**src/rtl/seq_stream_decoder.sv**
```systemverilog
// Receive-side checker for the 2/5/6/4/3 sequence generator: validates each
// symbol transition, recovers the branch input `a`, tracks lock and counts errors.
module seq_stream_decoder #(
  parameter int LOCK_LEN = 4,
  parameter int CNT_W    = 8
) (
  input  logic             clk,
  input  logic             reset,
  input  logic [2:0]       sym,
  input  logic             sym_valid,
  output logic             a_out,
  output logic             a_valid,
  output logic             locked,
  output logic             err_pulse,
  output logic [CNT_W-1:0] err_count
);

  typedef enum logic {HUNT, LOCKED} state_t;

  state_t           state, state_n;
  logic [2:0]       prev, prev_n;
  logic             prev_valid, prev_valid_n;
  logic [3:0]       lock_cnt, lock_cnt_n;
  logic             a_out_n, a_valid_n, err_pulse_n;
  logic [CNT_W-1:0] err_count_n;

  logic code_ok, trans_ok, is_branch, dec_a;

  always_comb begin
    code_ok = 1'b0;
    case (sym)
      3'd2, 3'd5, 3'd6, 3'd4, 3'd3: code_ok = 1'b1;
      default:                      code_ok = 1'b0;
    endcase
  end

  // Legal transition graph of the generator; branch edges reveal `a`.
  always_comb begin
    trans_ok  = 1'b0;
    is_branch = 1'b0;
    dec_a     = 1'b0;
    case ({prev, sym})
      6'o25: trans_ok = 1'b1;
      6'o53: begin trans_ok = 1'b1; is_branch = 1'b1; dec_a = 1'b1; end
      6'o56: begin trans_ok = 1'b1; is_branch = 1'b1; dec_a = 1'b0; end
      6'o36: trans_ok = 1'b1;
      6'o64: trans_ok = 1'b1;
      6'o45: begin trans_ok = 1'b1; is_branch = 1'b1; dec_a = 1'b1; end
      6'o42: begin trans_ok = 1'b1; is_branch = 1'b1; dec_a = 1'b0; end
      default: ;
    endcase
  end

  always_comb begin
    state_n      = state;
    prev_n       = prev;
    prev_valid_n = prev_valid;
    lock_cnt_n   = lock_cnt;
    a_out_n      = a_out;
    a_valid_n    = 1'b0;
    err_pulse_n  = 1'b0;
    err_count_n  = err_count;

    if (sym_valid) begin
      if (!prev_valid) begin
        if (code_ok) begin
          prev_n       = sym;
          prev_valid_n = 1'b1;
        end
      end else if (trans_ok) begin
        prev_n = sym;
        if (is_branch) begin
          a_out_n   = dec_a;
          a_valid_n = 1'b1;
        end
        if (state == HUNT) begin
          lock_cnt_n = lock_cnt + 4'd1;
          if (lock_cnt + 4'd1 == 4'(LOCK_LEN))
            state_n = LOCKED;
        end
      end else begin
        // Any break restarts the lock search; only a locked link reports it.
        lock_cnt_n = 4'd0;
        if (state == LOCKED) begin
          state_n     = HUNT;
          err_pulse_n = 1'b1;
          if (err_count != {CNT_W{1'b1}})
            err_count_n = err_count + CNT_W'(1);
        end
        if (code_ok)
          prev_n = sym;
        else
          prev_valid_n = 1'b0;
      end
    end
  end

  always_ff @(posedge clk or negedge reset) begin
    if (!reset) begin
      state      <= HUNT;
      prev       <= 3'd0;
      prev_valid <= 1'b0;
      lock_cnt   <= 4'd0;
      a_out      <= 1'b0;
      a_valid    <= 1'b0;
      err_pulse  <= 1'b0;
      err_count  <= '0;
    end else begin
      state      <= state_n;
      prev       <= prev_n;
      prev_valid <= prev_valid_n;
      lock_cnt   <= lock_cnt_n;
      a_out      <= a_out_n;
      a_valid    <= a_valid_n;
      err_pulse  <= err_pulse_n;
      err_count  <= err_count_n;
    end
  end

  assign locked = (state == LOCKED);

endmodule
```
**config.mk**
```make
export PLATFORM = sky130hd
export DESIGN_NAME = seq_stream_decoder
export DESIGN_NICKNAME = d
export VERILOG_FILES = /design/src/rtl/seq_stream_decoder.sv
export SDC_FILE = /design/constraint.sdc
export NUM_CORES = 1
export LEC_CHECK = 0
export CORE_UTILIZATION = 50
export CTS_BUF_LIST = sky130_fd_sc_hd__clkbuf_4
export CTS_CLUSTER_SIZE = 20
export DETAILED_ROUTE_END_ITERATION = 6
export PLACE_DENSITY = 0.72
export SYNTH_ARGS = -nofsm -noshare
export SYNTH_HDL_FRONTEND = slang
export SYNTH_SLANG_ARGS = --single-unit
```
**constraint.sdc**
```tcl
create_clock -name clk -period 5.1 [get_ports clk]
set_clock_uncertainty 0.15 [all_clocks]
set_input_delay 0.765 -clock clk [delete_from_list [all_inputs] [get_ports clk]]
set_output_delay 0.765 -clock clk [all_outputs]
set_load 0.02 [all_outputs]
```
==> results of run 1 <==
## cells by family (layout without fill, tap and decap cells)
kind of cell	after synthesis	after routing
flip-flops	20	20
adder cells (fa/ha/maj)	3	3
buffers and inverters	10	26
AND/OR/NAND/NOR	48	48
multiplexers	5	5
XOR/XNOR	6	6
AO/OA/AOI/OAI	25	25
## layer usage
layer	vias to the layer above	share of wire	global-route usage
met4	0	0.0056	0.06667
met2	11	0.48	0.3311
li1	456	-	-
met5	-	0	0
met1	439	0.50	0.2594
met3	2	0.019	0.03704
## worst paths after layout
check,endpoint,slack (ps),cells after the start
worst max-delay path,err_count[7]$_DFFE_PN0P_,2120,7
worst min-delay path,prev_valid$_DFFE_PN0P_,370,1
worst max register to register,err_count[7]$_DFFE_PN0P_,2780,6
worst min register to register,prev_valid$_DFFE_PN0P_,370,1
max in group asynchronous,err_count[3]$_DFFE_PN0P_,3440,1
min in group asynchronous,err_count[1]$_DFFE_PN0P_,800,1
## power groups by stage
| stage | Sequential [mW] | Clock, mW | Combinational, mW |
|---|---|---|---|
| CTS | 0.179 | 0.133 | 0.0594 |
| global route | 0.181 | 0.139 | 0.0662 |
| global placement | 0.181 | 0 | 0.0580 |
| finish | 0.179 | 0.130 | 0.0589 |
| detailed placement | 0.182 | 0 | 0.0592 |
| floorplan | 0.183 | 0 | 0.0374 |
## synthesized netlist by cell type, types with 3 or more instances
library cell / instances
a21oi_1: 7
and3_1: 5
dfrtp_1: 20
ha_1: 3
inv_1: 5
mux2_2: 3
nand2_1: 12
nand2b_1: 3
nand3_1: 7
nor2_1: 7
nor3_1: 5
o22ai_1: 3
xnor2_1: 3
xor2_1: 3
## flip-flops by register name, summed over array words and instances (netlist names)
| signal | flops |
|---|---|
| a_out | 1 |
| a_valid | 1 |
| err_count | 8 |
| err_pulse | 1 |
| lock_cnt | 4 |
| locked | 1 |
| prev | 3 |
| prev_valid | 1 |
## area by class of cell
class | instances | area share
clock buffer | 3 | 0.01651
sequential | 20 | 0.3670
multi-input combinational | 87 | 0.4312
clock inverter | 1 | 0.02202
tap | 27 | 0.02477
inverter | 5 | 0.01376
timing repair buffer | 17 | 0.1248
## worst max-delay path, cell delays in order
cell             delay (ps)
clkdlybuf4s50_1         670
and3b_1                 230
a21oi_2                 140
mux2i_2                 110
a211o_1                 430
nor4_4                  330
mux2_1                  350
## stage by stage
stage / cells / area (sq um)
after global routing: 160 / 1364
after global placement: 156 / 1311
after CTS: 160 / 1364
after detailed placement: 156 / 1311
final: 160 / 1364
after floorplan: 117 / 1144
==> run_results.csv, run 1 <==
group,metric,value,unit
outcome,status,"complete, no violations",
critical_path,worst_setup_path_end_kind,"flop",
synthesis,synth_xor_area_frac,0.04595,
synthesis,syn_area,0.001144,sq mm
grt,grt_pass1_wl,3.705,mm
placement,dp_hpwl,1.549,mm
grt,antenna_found_initial,0,
power_and_ir_drop,switching_power,0.09423,mW
grt,grt_max_degree,21,
power_and_ir_drop,switching_share,0.2565,
synthesis,synth_mux_area_frac,0.05142,
drt,drt_iter0_drc,14,
synthesis,synthSimpleGateAreaFrac,0.2309,
clock_tree,htree_levels,1,
synthesis,synth_compound_area_frac,0.1532,
floorplanning,io_pins,18,
power_and_ir_drop,ir_drop,0.1724,mV
finish,area_delta_synth_final,19.26,%
power_and_ir_drop,pwr-share-comb,0.160,
timing,finalHoldViolations,0,
finish,layout_commonest_cell,"dfrtp_1",
critical_path,cp-startpoint,"sym[0]",
synthesis,synth_top_area_share,0.4376,
critical_path,cp-start-kind,"input port",
finish,multi_input_area,588.1,sq um
timing,hold_slack,371.4,ps
floorplanning,start_util,0.5546,
power_and_ir_drop,power,0.3673,mW
finish,drive_above_1_share,0.09023,
timing,tightest_slew,892.6,ps
drt,wl_per_cell,13.32,um
power_and_ir_drop,seq_power_share,0.486,
floorplanning,fp-row-count,16,
floorplanning,core_area,0.002062,sq mm
synthesis,async_flop_share,1.000,
floorplanning,fp.dieW,49.83,um
synthesis,ys_types,37,
hold_path,worstHoldPathType,"flop to flop",
clock_tree,postCtsSetupRepairBufs,0,
finish,layout.nets,143,
clock_tree,clk_latency,300,ps
finish,final_core_util,0.6614,
critical_path,r2r_start,"prev[0]$_DFFE_PN0P_",
timing,fin_setup_tns,0,ps
synthesis,synth_edf_count,0,
synthesis,synth_area_leaders,"dfrtp_1, nand2_1, ha_1",
timing,max_clock_freq,335.4,MHz
synthesis,yosysSeqAreaShare,0.4376,
clock_tree,cts.hold.buffers_added,0,
power_and_ir_drop,powerDensity,269.3,mW/mm^2
power_and_ir_drop,pwr-share-clk,0.354,
power_and_ir_drop,p_int,0.2731,mW
clock_tree,cts.sinks,20,
finish,final_cell_mix,"dfrtp_1, clkdlybuf4s50_1, nand2_1",
synthesis,syn_inst,117,
timing,final_min_period_over_clock_period,0.5846,
synthesis,ys_ff_latch,20,
drt,vias,908,
clock_tree,tritoncts,"yes",
floorplanning,die_h,49.83,um
grt,globalRouteOverflowTotal,0,
run,cap_violations,0,
synthesis,postSynthNetCount,126,
clock_tree,clk_path_buf_depth,2,
drt,drc_errors,0,
timing,drv_slew,0,
placement,place_ws,1798,ps
timing,period_needed,2981,ps
drt,routed_wl,2.131,mm
drt,drt.antenna.violating_nets,0,
placement,routabilityCongestion,0.7913,
drt,drt-pass1-iter-count,4,
timing,setup_violations,0,
synthesis,ys_warn_count,0,
critical_path,crit_arrival,3030,ps
critical_path,cp.required,5150,ps
floorplanning,die_area,0.002483,sq mm
clock_tree,cts-root-buf,"clkbuf_4",
synthesis,synthAdderAreaFrac,0.03282,
power_and_ir_drop,leakage,0.6314,nW
grt,track_usage,0.1993,
timing,rsz0062_at_grt,"false",
clock_tree,post_cts_resized,0,
timing,slew_headroom,0.4031,
clock_tree,cts_buffers,3,
hold_path,holdCritStartpoint,"prev_valid$_DFFE_PN0P_",
synthesis,synth_top_family_by_area,"simple AND/OR/NAND/NOR gates",
critical_path,crit_type,"input port to flop",
finish,n_fill_cell,155,
clock_tree,path_clk_slew,130,ps
synthesis,avgSynthCellArea,9.774,sq um
drt,viasPerCell,5.675,
critical_path,cp_max_fo,10,
finish,seq_area,500.5,sq um
placement,portBuffers,17,
synthesis,synth_ff_type,"dfrtp_1",
timing,setup_slack,2119,ps
grt,grt_pass1_vias,868,
synthesis,yosysTopAreaCell,"dfrtp_1",
finish,diodes,0,
(Power assumes the default switching activity.)
==> inputs of run 2 (changes only) <==
CORE_UTILIZATION = 49   (was 50)
PLACE_DENSITY = 0.74   (was 0.72)
clock period = 2.65 ns   (was 5.1 ns; I/O delays follow)
==> run_results.csv, run 2 (synthesis results as in run 1) <==
group,metric,value,unit
outcome,status,"complete, no violations",
clock_tree,path_clk_slew,110,ps
timing,final_min_period_over_clock_period,0.8385,
critical_path,cp_max_fo,3,
finish,area_delta_synth_final,20.68,%
critical_path,cp-start-kind,"input port",
clock_tree,cts.sinks,20,
drt,routed_wl,2.237,mm
power_and_ir_drop,power,0.6126,mW
timing,hold_slack,272.3,ps
finish,final_cell_mix,"dfrtp_1, clkdlybuf4s50_1, nand2_1",
power_and_ir_drop,powerDensity,443.9,mW/mm^2
critical_path,worst_setup_path_end_kind,"flop",
drt,drt-pass1-iter-count,4,
finish,layout_commonest_cell,"dfrtp_1",
grt,grt_pass1_vias,922,
timing,setup_violations,0,
timing,period_needed,2222,ps
clock_tree,cts-root-buf,"clkbuf_4",
grt,grt_max_degree,21,
grt,track_usage,0.2148,
grt,antenna_found_initial,0,
timing,finalHoldViolations,0,
timing,tightest_slew,500.9,ps
grt,grt_pass1_wl,4.091,mm
timing,rsz0062_at_grt,"false",
floorplanning,die_area,0.002531,sq mm
drt,drc_errors,0,
floorplanning,fp-row-count,17,
drt,wl_per_cell,13.48,um
finish,layout.nets,149,
drt,drt_iter0_drc,24,
critical_path,crit_type,"input port to flop",
clock_tree,postCtsSetupRepairBufs,0,
timing,slew_headroom,0.6630,
critical_path,cp.required,2700,ps
floorplanning,io_pins,18,
finish,drive_above_1_share,0.1232,
drt,drt.antenna.violating_nets,0,
finish,n_fill_cell,190,
power_and_ir_drop,ir_drop,0.2259,mV
run,cap_violations,0,
grt,globalRouteOverflowTotal,0,
drt,vias,942,
finish,largest_reg_flops,8,
placement,routabilityCongestion,0.8588,
placement,dp_hpwl,1.615,mm
floorplanning,start_util,0.5170,
clock_tree,tritoncts,"yes",
floorplanning,fp.dieW,50.31,um
timing,fin_setup_tns,0,ps
finish,diodes,0,
floorplanning,die_h,50.31,um
clock_tree,clk_latency,300,ps
finish,top_register,"err_count",
clock_tree,cts_buffers,3,
critical_path,crit_arrival,2280,ps
placement,portBuffers,17,
placement,placed_area,0.001358,sq mm
clock_tree,cts.hold.buffers_added,0,
clock_tree,clk_path_buf_depth,2,
timing,drv_slew,0,
floorplanning,core_area,0.002212,sq mm
clock_tree,post_cts_resized,0,
hold_path,worstHoldPathType,"input port to asynchronous set/reset pin",
finish,final_core_util,0.6239,
power_and_ir_drop,leakage,0.6461,nW
finish,fin_area,0.001380,sq mm
clock_tree,htree_levels,1,
drt,viasPerCell,5.675,
finish,top_regs,"err_count: 8 flops, lock_cnt: 4 flops, prev: 3 flops",
timing,max_clock_freq,450.0,MHz
==> run 2: cell types whose count changed in the layout (fill, tap and decap cells not counted) <==
cell	change
bufinv_16	-1
buf_4	+6
==> run 2: through the flow <==
step	setup slack (ps)	cells
2_1_floorplan	486.1	117
3_3_place_gp	157.4	163
3_5_place_dp	114.3	163
4_1_cts	444.3	166
5_1_grt	295.5	166
6_report	428.0	166
==> run 2: worst max-delay path, cell delays in order <==
cell,delay [ps]
clkdlybuf4s50_1,470
and3b_1,180
a21oi_2,140
mux2i_2,110
a211o_1,330
nor3_1,280
mux2_2,360
==> run 2: power breakdown <==
part / internal [mW] / switching, mW / total (mW)
combinational: 0.0567 / 0.0650 / 0.122
clock: 0.0532 / 0.0943 / 0.147
sequential: 0.324 / 0.0191 / 0.343
total: 0.434 / 0.178 / 0.613
==> run 2: path summary, 6_finish.rpt <==
path                                              from                  endpoint  slack, ps  cells after the start
worst max-delay path                            sym[0]  err_count[3]$_DFFE_PN0P_        430                      7
worst min-delay path                             reset  err_count[6]$_DFFE_PN0P_        270                      2
worst max register to register     prev[0]$_DFFE_PN0P_  err_count[3]$_DFFE_PN0P_        490                      6
worst min register to register  prev_valid$_DFFE_PN0P_    prev_valid$_DFFE_PN0P_        370                      1
max in group asynchronous                        reset  err_count[5]$_DFFE_PN0P_       1860                      2
min in group clk                prev_valid$_DFFE_PN0P_    prev_valid$_DFFE_PN0P_        370                      1
==> run 2: layer usage <==
metal | routed length, um | GRT usage | up-vias
met5 | 0 | 0 | -
met4 | 49 | 0.1111 | 0
met3 | 83 | 0.01818 | 6
met2 | 1034 | 0.3444 | 25
met1 | 1069 | 0.2882 | 443
li1 | - | - | 468
==> run 2: final cells by class <==
cell class	instances	area, sq um	share of cell area
Clock buffer	3	22.52	0.01632
Inverter	5	18.77	0.01360
Multi-Input combinational cell	87	588.1	0.4261
Sequential cell	20	500.5	0.3626
Tap cell	28	35.03	0.02539
Timing Repair Buffer	23	215.2	0.1559
==> RTL change 1, RTL diff (settings of run 2) <==
Set the parameter `CNT_W` to 6 (it was 8).
--- a/src/rtl/seq_stream_decoder.sv
+++ b/src/rtl/seq_stream_decoder.sv
@@ -4,3 +4,3 @@
   parameter int LOCK_LEN = 4,
-  parameter int CNT_W    = 8
+  parameter int CNT_W    = 6
 ) (
Interface: changed (resized err_count); port bits go from 18 to 16. No check against the original RTL was run, so the function may have changed too.
==> RTL change 1 against run 2 <==
Power down 5.4%. Critical path type unchanged. Sequential cell count down 2. Sequential power down 8.7%. Synthesized area down 9.8%. Worst setup slack improved by 0.019 ns. Wire length decreased by 12%. Cell area decreased by 8.9%.
==> RTL change 1: results (changes against run 2) <==
metric;value;unit;change
power_frac_comb;21.4;%;+1.5 points
grt_util_met2;34.32;%;-0.12 points
first_global_vias;808;;-12%
worst_pin_slew;0.7976;ns;+0.2968 ns
power;0.0005793;W;-5.4%
place_inst;155;;-4.9%
n_fill_cell;182;;-4.2%
place_congestion;0.8207;;-4.4%
fin_nets;142;;-4.7%
ys_types;36;;-2.7%
ys_seq_area_share;43.69;%;-0.074 points
timing.rr.start;prev[0]$_DFFE_PN0P_;;
status;complete, no violations;;
clockBufferDepth;2;;unchanged
dpl_cell_area;1231;um2;-9.3%
wl;1962;um;-12%
grt_util_met3;4.528;%;+2.7 points
async_reset_ff_share;100.0;%;unchanged
synthTopCellsByCount;dfrtp_1, nand2_1, a21oi_1;;
switching_power;0.0001738;W;-2.6%
grt_max_degree;19;;-9.5%
power_frac_seq;54.0;%;-2.1 points
cts.root.buffer_cell;clkbuf_4;;
io_buffers;15;;-2
syn_inst;112;;-4.3%
top_regs;err_count x6, lock_cnt x4, prev x3;;
grt_util_met1;24.88;%;-3.9 points
r2r_end;err_count[5]$_DFFE_PN0P_;;
die_x;47.87;um;-4.8%
hp-class;register to register;;
post-place-ws;0.1272;ns;+0.01292 ns
grtUsageTotal;20.70;%;-0.78 points
ys_warn_count;0;;unchanged
grt_first_pass_wirelength;3284;um;-20%
vias_per_cell;5.572;;-1.8%
cp_top_family;buffers and inverters;;
antenna_found_initial;0;;unchanged
power_leakage;0.5634;nW;-13%
drt_iter0_drc;17;;-29%
netlist_top_cells_area;dfrtp_1, nand2_1, a21oi_1;;
hpwl;1515;um;-6.2%
r2r_slack;0.54;ns;+0.05 ns
drive_gt1_share;11.36;%;-0.96 points
drtPass1Iterations;5;;+1
finalHoldWorstSlack;0.3657;ns;+0.09336 ns
dr_total_vias;886;;-5.9%
peakVddDrop;0.2807;mV;+24%
syn-num-nets;121;;-4.0%
-- RTL change 1: cell count changes in the layout (fill, tap and decap cells not counted), moves of 3 or more --
| cell | run 2 | this run |
|---|---|---|
| and3_1 | 5 | 2 |
| inv_1 | 5 | 8 |
| nand3_1 | 7 | 4 |
| o21ai_0 | 2 | 5 |
| nand2b_1 | 3 | 0 |
-- RTL change 1: kinds of logic after synthesis --
| family | after synthesis | share of synthesized area (%) |
|---|---|---|
| DFF | 18 | 43.69 |
| muxes | 3 | 3.519 |
| adders and majority gates | 3 | 3.641 |
| AOI/OAI and AO/OA | 26 | 16.63 |
| and+or+nand+nor | 44 | 22.57 |
| xor gates and xnor gates | 5 | 4.247 |
| buffers and inverters | 13 | 5.703 |
-- RTL change 1: worst max path at each step --
stage | startpoint | to | slack (ns)
final | sym[0] | err_count[5]$_DFFE_PN0P_ | 0.45
after global routing | sym[0] | lock_cnt[1]$_DFFE_PN0P_ | 0.35
after CTS | sym[0] | err_count[5]$_DFFE_PN0P_ | 0.44
after detailed placement | sym[0] | err_count[5]$_DFFE_PN0P_ | 0.13
after global placement | sym[0] | err_count[5]$_DFFE_PN0P_ | 0.16
after floorplan | sym[0] | err_count[5]$_DFFE_PN0P_ | 0.52
-- RTL change 1: routing by layer --
metal	up-vias	share of wire (%)
met5	-	0
met4	0	2.3
met3	8	4.8
met2	27	50
met1	412	43
li1	439	-
-- RTL change 1: cell type report --
type | count | area, um2 | share of cell area, %
clock inverters | 1 | 3.754 | 0.2985
inverters | 8 | 30.03 | 2.388
flip-flops and latches | 18 | 450.4 | 35.82
multi-input cells | 81 | 521.8 | 41.49
well taps | 27 | 33.78 | 2.687
clock buffers | 3 | 22.52 | 1.791
repair buffers | 21 | 195.2 | 15.52
==> RTL change 2, RTL diff (config.mk and constraints of run 2) <==
Without the edit above. Register the output `err_count` once more; this adds one clock of latency there. The other outputs are not delayed to match.
--- a/src/rtl/seq_stream_decoder.sv
+++ b/src/rtl/seq_stream_decoder.sv
@@ -18,2 +18,4 @@
   typedef enum logic {HUNT, LOCKED} state_t;
+
+  logic [CNT_W-1:0] err_count_s0;
 
@@ -61,3 +63,3 @@
     err_pulse_n  = 1'b0;
-    err_count_n  = err_count;
+    err_count_n  = err_count_s0;
 
@@ -86,4 +88,4 @@
           err_pulse_n = 1'b1;
-          if (err_count != {CNT_W{1'b1}})
-            err_count_n = err_count + CNT_W'(1);
+          if (err_count_s0 != {CNT_W{1'b1}})
+            err_count_n = err_count_s0 + CNT_W'(1);
         end
@@ -106,3 +108,3 @@
       err_pulse  <= 1'b0;
-      err_count  <= '0;
+      err_count_s0 <= '0;
     end else begin
@@ -115,3 +117,3 @@
       err_pulse  <= err_pulse_n;
-      err_count  <= err_count_n;
+      err_count_s0 <= err_count_n;
     end
@@ -121,2 +123,6 @@
 
+  always_ff @(posedge clk) begin
+    err_count <= err_count_s0;
+  end
+
 endmodule
Check against the original RTL: not equivalent (Yosys sat finds a counterexample within 10 cycles, from zero or initial values and one cycle with reset low).
==> RTL change 2 against run 2 <==
Count of clock-buffer cells in the layout is the same. Cell area grew 10%. Synthesized area grew 11%. Maximum frequency grew 0.93%. Wire length grew 2.5%. Critical path depth is the same. Worst setup slack gained 0.021 ns. Sequential cell count grew 8. Global-route usage shrank 1.1 points. Power grew 40%.
==> RTL change 2: results (changes against run 2) <==
metric;value;unit;change
fin_nets;154;;+3.4%
drt_iter0_drc;14;;-42%
cts.reportedPaths.clkPinSlew;0.15;ns;+0.04 ns
synthTopCellsByCount;dfrtp_1, inv_1, nand2_1, nand3_1, dfxtp_1;;
place_congestion;0.8480;;-1.3%
io_buffers;17;;unchanged
netlist_top_cells_area;dfrtp_1, dfxtp_1, nand3_1;;
antenna_found_initial;0;;unchanged
worst_pin_slew;0.4331;ns;-0.06780 ns
grtUsageTotal;20.43;%;-1.1 points
ys_types;34;;-8.1%
fmax;454.2;MHz;+0.93%
hp-class;input pin to asynchronous set/reset pin;;
top_regs;err_count x8, err_count_s0 x8, lock_cnt x4;;
antenna_cells;0;;unchanged
p_seq;0.000464;W;+35%
worstSkewPairLatency;0.32;ns;+0.02 ns
critical_path_arrival;2.30;ns;+0.02 ns
htreeDepth;1;;unchanged
cpMaxStageDelayCell;clkdlybuf4s50_1;;
cts.root.buffer_cell;clkbuf_4;;
ys_warn_count;0;;unchanged
r2r_slack;0.50;ns;
place_inst;170;;+4.3%
grt_first_pass_wirelength;4153;um;+1.5%
wl;2293;um;+2.5%
first_global_vias;974;;+5.6%
peakVddDrop;0.2871;mV;+27%
rr_worst_depth;6;;unchanged
async_reset_ff_share;71.43;%;-29 points
grt_max_degree;21;;unchanged
syn_inst;123;;+5.1%
syn-num-nets;132;;+4.8%
power_leakage;0.6671;nW;+3.3%
drive_gt1_share;11.81;%;-0.51 points
power.internal;0.0006535;W;+50%
max_stage_delay;0.47;ns;about the same
path_max_fanout;7;;+4
power_frac_comb;14.5;%;-5.4 points
wl_per_cell;13.18;um;-2.2%
vias_per_cell;5.833;;+2.8%
cp_top_family;simple AND/OR/NAND/NOR gates;;
drtPass1Iterations;6;;+2
clockBufferDepth;2;;unchanged
post_cts_buffers;0;;unchanged
numCtsBuffers;3;;unchanged
hpwl;1709;um;+5.8%
ys.flop_type;dfrtp_1;;
ctsResizeCount;0;;unchanged
status;complete, no violations;;
post-place-ws;0.1102;ns;-0.004072 ns
ys_seq_area_share;52.07;%;+8.3 points
[RTL change 2: cell types whose count changed in the layout (fill, tap and decap cells not counted), moves of 3 or more]
cell      change
nand2b_1      -3
dfxtp_1       +8
inv_1         +4
nand4_1       +4
nand2_1       -3
and3_1        -5
o21ai_0       +3
[RTL change 2: worst paths after layout]
| path | from | end |
|---|---|---|
| worst max-delay path | sym[1] | err_count_s0[3]$_DFFE_PN0P_ |
| worst min-delay path | reset | lock_cnt[2]$_DFFE_PN0P_ |
| worst max register to register | prev[0]$_DFFE_PN0P_ | err_count_s0[3]$_DFFE_PN0P_ |
| worst min register to register | err_count_s0[1]$_DFFE_PN0P_ | err_count[1]$_DFF_P_ |
| max in group asynchronous | reset | prev[1]$_DFFE_PN0P_ |
| min in group clk | err_count_s0[1]$_DFFE_PN0P_ | err_count[1]$_DFF_P_ |
[RTL change 2: worst reg2reg max path: cells and delay by family, from the launching register on]
family / cells / cell delay, ns
XOR/XNOR: 1 / 0.19
AND/OR/NAND/NOR: 2 / 0.62
flip-flops: 1 / 0.48
AO/OA/AOI/OAI: 2 / 0.53
multiplexers: 1 / 0.11
[RTL change 2: cell families (layout without fill, tap and decap cells)]
kind of cell,count (synthesis),after routing,synth area share [%]
DFF,28,28,52.07
and+or+nand+nor,42,42,16.67
xor gates and xnor gates,10,10,6.903
muxes,2,2,1.972
adders and majority gates,3,3,2.959
AOI/OAI and AO/OA,24,24,13.02
buffers and inverters,14,35,6.410
[RTL change 2: final cells by class]
| type | count | area (um2) |
|---|---|---|
| flip-flops and latches | 28 | 660.6 |
| fillers | 216 | 935.9 |
| multi-input cells | 81 | 526.8 |
| well taps | 30 | 37.54 |
| inverters | 9 | 33.78 |
| clock buffers | 3 | 22.52 |
| clock inverters | 1 | 30.03 |
| repair buffers | 22 | 207.7 |
[RTL change 2: per-layer routing]
| metal | wire, um | GRT usage, % | vias to the layer above |
|---|---|---|---|
| met2 | 1245 | 37.97 | 39 |
| met3 | 88 | 3.736 | 6 |
| li1 | - | - | 475 |
| met1 | 937 | 23.39 | 495 |
| met5 | 0 | 0 | - |
| met4 | 21 | 6.140 | 0 |
[RTL change 2: through the flow]
step / hold WS, ns / util (%) / power (W) / instance area (um2)
floorplan: -0.04809 / - / 0.0005490 / 1269
global placement: 0.2511 / 59.74 / 0.0005910 / 1466
detailed placement: 0.2581 / 59.74 / 0.0005961 / 1466
CTS: 0.2470 / 61.88 / 0.0008698 / 1519
global route: 0.2496 / 61.88 / 0.0009022 / 1519
finish: 0.2465 / 61.88 / 0.0008583 / 1519
